<file path="src/rtl/fifo_pkg.sv">
// Shared helpers for the async FIFO pointer logic on both clock domains.
// Functions work on 32-bit values; callers zero-extend and truncate to the pointer width.
package fifo_pkg;

  localparam int unsigned PTR_MAXW = 32;

  function automatic logic [PTR_MAXW-1:0] bin2gray(input logic [PTR_MAXW-1:0] b);
    return (b >> 1) ^ b;
  endfunction

  // Prefix XOR from the MSB down; leading zero-extension bits leave the result unchanged.
  function automatic logic [PTR_MAXW-1:0] gray2bin(input logic [PTR_MAXW-1:0] g);
    logic [PTR_MAXW-1:0] b;
    b[PTR_MAXW-1] = g[PTR_MAXW-1];
    for (int i = PTR_MAXW-2; i >= 0; i--) b[i] = b[i+1] ^ g[i];
    return b;
  endfunction

  // Gray value the write pointer takes when it is exactly one lap ahead of the read pointer.
  function automatic logic [PTR_MAXW-1:0] full_target(input logic [PTR_MAXW-1:0] rg,
                                                       input int unsigned aw);
    return rg ^ (PTR_MAXW'(2'b11) << (aw - 1));
  endfunction

  function automatic logic ptr_match(input logic [PTR_MAXW-1:0] a, input logic [PTR_MAXW-1:0] b);
    return a == b;
  endfunction

endpackage

</file>
<file path="src/rtl/fifo_gray2bin.sv">
// Combinational Gray-to-binary converter of configurable width.
module fifo_gray2bin #(
  parameter int W = 5
) (
  input  logic [W-1:0] gray,
  output logic [W-1:0] bin
);

  for (genvar i = 0; i < W; i++) begin : g_bit
    assign bin[i] = ^gray[W-1:i];
  end

endmodule

</file>
<file path="src/rtl/wptr_full.sv">
// Write-domain pointer, full/almost-full, level and sticky overflow for the async FIFO.
module wptr_full
  import fifo_pkg::*;
#(
  parameter int ADDRSIZE  = 4,
  parameter int AF_THRESH = 12
) (
  input  logic                wclk,
  input  logic                wrst_n,
  input  logic                winc,
  input  logic [ADDRSIZE:0]   rptr_sync,
  input  logic                ovf_clr,
  output logic                wen,
  output logic [ADDRSIZE-1:0] waddr,
  output logic [ADDRSIZE:0]   wptr,
  output logic                full,
  output logic                almost_full,
  output logic [ADDRSIZE:0]   wlevel,
  output logic                overflow
);

  localparam int PW = ADDRSIZE + 1;
  localparam logic [PW-1:0] AF_T = PW'(AF_THRESH);

  logic [PW-1:0] wbin, wbin_next, wgray_next, rbin_sync, level_next;
  logic          full_next;

  fifo_gray2bin #(.W(PW)) u_rg2b (
    .gray (rptr_sync),
    .bin  (rbin_sync)
  );

  assign wen        = winc & ~full;
  assign waddr      = wbin[ADDRSIZE-1:0];
  assign wbin_next  = wbin + PW'(wen);
  assign wgray_next = PW'(bin2gray(PTR_MAXW'(wbin_next)));
  assign level_next = wbin_next - rbin_sync;
  // Uses the lagging read pointer, so full/level can only be overstated, never understated.
  assign full_next  = ptr_match(PTR_MAXW'(wgray_next),
                                full_target(PTR_MAXW'(rptr_sync), ADDRSIZE));

  always_ff @(posedge wclk or negedge wrst_n) begin
    if (!wrst_n) begin
      wbin        <= '0;
      wptr        <= '0;
      full        <= 1'b0;
      almost_full <= 1'b0;
      wlevel      <= '0;
      overflow    <= 1'b0;
    end else begin
      wbin        <= wbin_next;
      wptr        <= wgray_next;
      full        <= full_next;
      almost_full <= level_next >= AF_T;
      wlevel      <= level_next;
      // Set has priority over clear.
      if (winc && full)  overflow <= 1'b1;
      else if (ovf_clr)  overflow <= 1'b0;
    end
  end

endmodule
</file>
<file path="config.mk">
export PLATFORM = sky130hd
export DESIGN_NAME = wptr_full
export DESIGN_NICKNAME = d
export VERILOG_FILES = /design/src/rtl/fifo_pkg.sv /design/src/rtl/fifo_gray2bin.sv /design/src/rtl/wptr_full.sv
export SDC_FILE = /design/constraint.sdc
export NUM_CORES = 1
export LEC_CHECK = 0
export CAP_MARGIN = 15
export CORE_AREA = 2 2 48 50
export CTS_CLUSTER_SIZE = 25
export DETAILED_ROUTE_END_ITERATION = 16
export DIE_AREA = 0 0 50 52
export DONT_BUFFER_PORTS = 1
export PLACE_DENSITY_LB_ADDON = 0.1
export SETUP_SLACK_MARGIN = 0.02
export SYNTH_ARGS = -nofsm -noshare
export SYNTH_HDL_FRONTEND = slang
export SYNTH_SLANG_ARGS = --single-unit
</file>
<file path="constraint.sdc">
create_clock -name wclk -period 2.83 [get_ports wclk]
set_input_delay 0.849 -clock wclk [delete_from_list [all_inputs] [get_ports wclk]]
set_output_delay 0.849 -clock wclk [all_outputs]
set_load 0.01 [all_outputs]
</file>
==> results.cfg <==
[logic_synthesis]
synth_top_cell_area_share = 0.4823
synthesis.area_per_instance_um2 = 12.60
synth_top_cell_by_area = sky130_fd_sc_hd__dfrtp_1
yosys_register_bits = 17
netlist_top_cells_area = sky130_fd_sc_hd__dfrtp_1 (48%), sky130_fd_sc_hd__xor2_1 (11%), sky130_fd_sc_hd__xnor2_1 (7.9%)
seq_area_frac_synth = 0.4823
mappedNetlistArea_um2 = 882.1
ys.warnings.count = 0
postSynthCellCount = 70
post_synth_net_total = 84
netlist_cell_types = 25

[clocking]
cts-root-buf = sky130_fd_sc_hd__clkbuf_4
cts_hold_buf = 0
cts-htree-levels = 1
clock-sinks = 17
numCtsBuffers = 3
clock_path_buffers = 2
clkTransAtPathRegs_ns = 0.10
worstSkewPairLatency_ns = 0.29
post_cts_setup_repair_bufs = 0
tritoncts_clock_tree = yes

[grt]
grt.total_usage = 0.1397
global_route_wire_length_before_repair_um = 2566
first_global_vias = 590
grt_start_max_net_pins = 18
grt_remaining_overflow = 0
antenna_found_initial = 0

[die]
ioPinCount = 27
floorplan.initialDensity = 0.4189
die_width_um = 50
die_height_um = 52
floorplan.rows = 17
floorplan.die_area_um2 = 2600
fp.coreArea_um2 = 2106

[finish]
mostFrequentLayoutCell = sky130_fd_sc_hd__dfrtp_1
drive_above_1_share = 0.2907
final.fill_count = 202
final_design_area_no_fill_um2 = 1061
register_area_um2 = 425.4
antenna-diode-count = 0
multi_input_area_um2 = 465.4
layout.nets = 101
layout_common_cells = sky130_fd_sc_hd__dfrtp_1 (17), sky130_fd_sc_hd__buf_4 (12), sky130_fd_sc_hd__xor2_1 (10)
syn2layout_area_growth_pct = 20.28

[drt]
top_routing_layer_in_use = met4
drt_first_pass_iters = 2
detail_route.drc_violations = 0
drtIter0Drc = 1
wl_um = 1571
detailroute.wirelength.met2_um = 764
detail-route-antenna-nets = 0
num_vias = 531
post_drt_wl_per_cell_um = 13.78
met3_length_um = 68
post_drt_via_cell_ratio = 4.658
m1_wire_length_um = 710

[sta]
post-route-min-period_ns = 2.843
grt_setup_unrepaired = yes
finalClockSkew_ns = 0.009279
finalHoldViolCount = 0
final_max_slew_viol_count = 0
timing.final.crit_share = 1.004
timing_limited_maximum_frequency_mhz = 351.8
setup_violations = 1
worst-slew-pin-transition_ns = 0.3752
final.setup.worst_slack_ns = -0.01267
slew_headroom = 0.7495
setup-tns-final_ns = -0.01267

[pwr]
totalPowerFinal_mw = 1.501
power.leakage_nw = 0.4766
vdd_ir_drop_max_mv = 0.6310
p_per_area_nw_per_um2 = 1415

[flow_run]
reported_max_cap_violation_count = 0

[critical_path]
cp_data_required_time_ns = 3.01
path_class = primary input to register
critPathCaptureType = register
arrival_ns = 3.02
crit_fanout = 2
cp-start-kind = primary input

[place]
last_weighted_congestion_value_of_the_routability_driven_placer = 0.7094
port-buffer-count = 0
dpl_cell_area_um2 = 1020
dp_hpwl_um = 1214
preCtsSetupSlack_ns = -0.3276

[run_status]
violations = setup timing
run_status = complete, but fails checks

[worst_hold_path]
worstHoldPathType = primary input to asynchronous set/reset pin
[layer usage]
layer | vias up | track usage
met5 | - | 0
met2 | 16 | 0.2303
li1 | 262 | -
met4 | 0 | 0.1111
met1 | 251 | 0.1624
met3 | 2 | 0.02011
[Yosys cell counts, drive strengths merged]
master  instances
xor2           12
maj3            1
nor2b           1
nand4           1
xnor3           1
a21oi           2
nand2b          1
fa              1
nor2            1
xnor2           9
a311o           1
nand3           3
nand2           2
dfrtp          17
and2            1
and3b           1
a221oi          1
ha              4
o21ai           3
or3             2
inv             5
[metrics by stage]
step	hold slack, ns	std cells	util
detailed placement	0.5539	110	0.4843
finish	0.2380	114	0.5039
CTS	0.2264	114	0.4967
floorplan	0.5399	70	-
global route	0.2176	114	0.5039
global placement	0.5538	110	0.4843
[registers in the layout (all words and copies together), names as in the netlist]
register,flops
wbin,5
wlevel,5
wptr,4
almost_full,1
full,1
overflow,1
[logic make-up (layout without fill, tap and decap cells)]
kind of cell,count (synthesis),after routing,synth area share
buf+inv,5,21,0.02128
xor+xnor,22,22,0.2653
compound gates,7,7,0.05389
simple gates,13,13,0.08512
fa+ha+maj,6,6,0.09220
flops,17,17,0.4823
[critical path, stage by stage]
cell and delay [ns]:
sky130_fd_sc_hd__xnor3_2 0.43, sky130_fd_sc_hd__xor2_2 0.20, sky130_fd_sc_hd__xnor2_1 0.15, sky130_fd_sc_hd__ha_1 0.16, sky130_fd_sc_hd__inv_1 0.06, sky130_fd_sc_hd__fa_2 0.34, sky130_fd_sc_hd__maj3_2 0.33, sky130_fd_sc_hd__a21oi_4 0.14
sky130_fd_sc_hd__xnor2_2 0.09, sky130_fd_sc_hd__a311o_1 0.28
[power by group]
group / internal, mW / total [mW] / leakage, nW / switching, mW
Clock: 0.0547 / 0.129 / 0.0150 / 0.0742
Sequential: 0.378 / 0.519 / 0.203 / 0.141
Combinational: 0.449 / 0.853 / 0.259 / 0.404
Total: 0.881 / 1.50 / 0.477 / 0.620
[what timing repair did]
action | in CTS | in global routing
pin swaps | 2 | 0
endpoints found under the setup margin | 1 | 2
gates resized for setup | 0 | 2
hold endpoints to repair | 0 | 0
[area by class of cell]
| type | instances | share of cell area |
|---|---|---|
| well taps | 28 | 0.03302 |
| inverters | 5 | 0.01769 |
| multi-input cells | 48 | 0.4387 |
| flip-flops and latches | 17 | 0.4009 |
| clock buffers | 4 | 0.02476 |
| repair buffers | 12 | 0.08491 |
[worst paths after layout]
path | cells after the start | endpoint | slack [ns] | startpoint
hold / removal | 0 | wptr[1]$_DFF_PN0_ | 0.24 | wrst_n
setup / recovery | 10 | almost_full$_DFF_PN0_ | -0.01 | rptr_sync[2]
min in group wclk | 2 | overflow$_DFFE_PN0P_ | 0.59 | overflow$_DFFE_PN0P_
hold reg to reg | 2 | overflow$_DFFE_PN0P_ | 0.59 | overflow$_DFFE_PN0P_
setup reg to reg | 7 | almost_full$_DFF_PN0_ | 0.45 | wbin[0]$_DFF_PN0_
max in group asynchronous | 0 | wptr[2]$_DFF_PN0_ | 2.51 | wrst_n
Note: power is estimated with default switching activity, not from simulation.
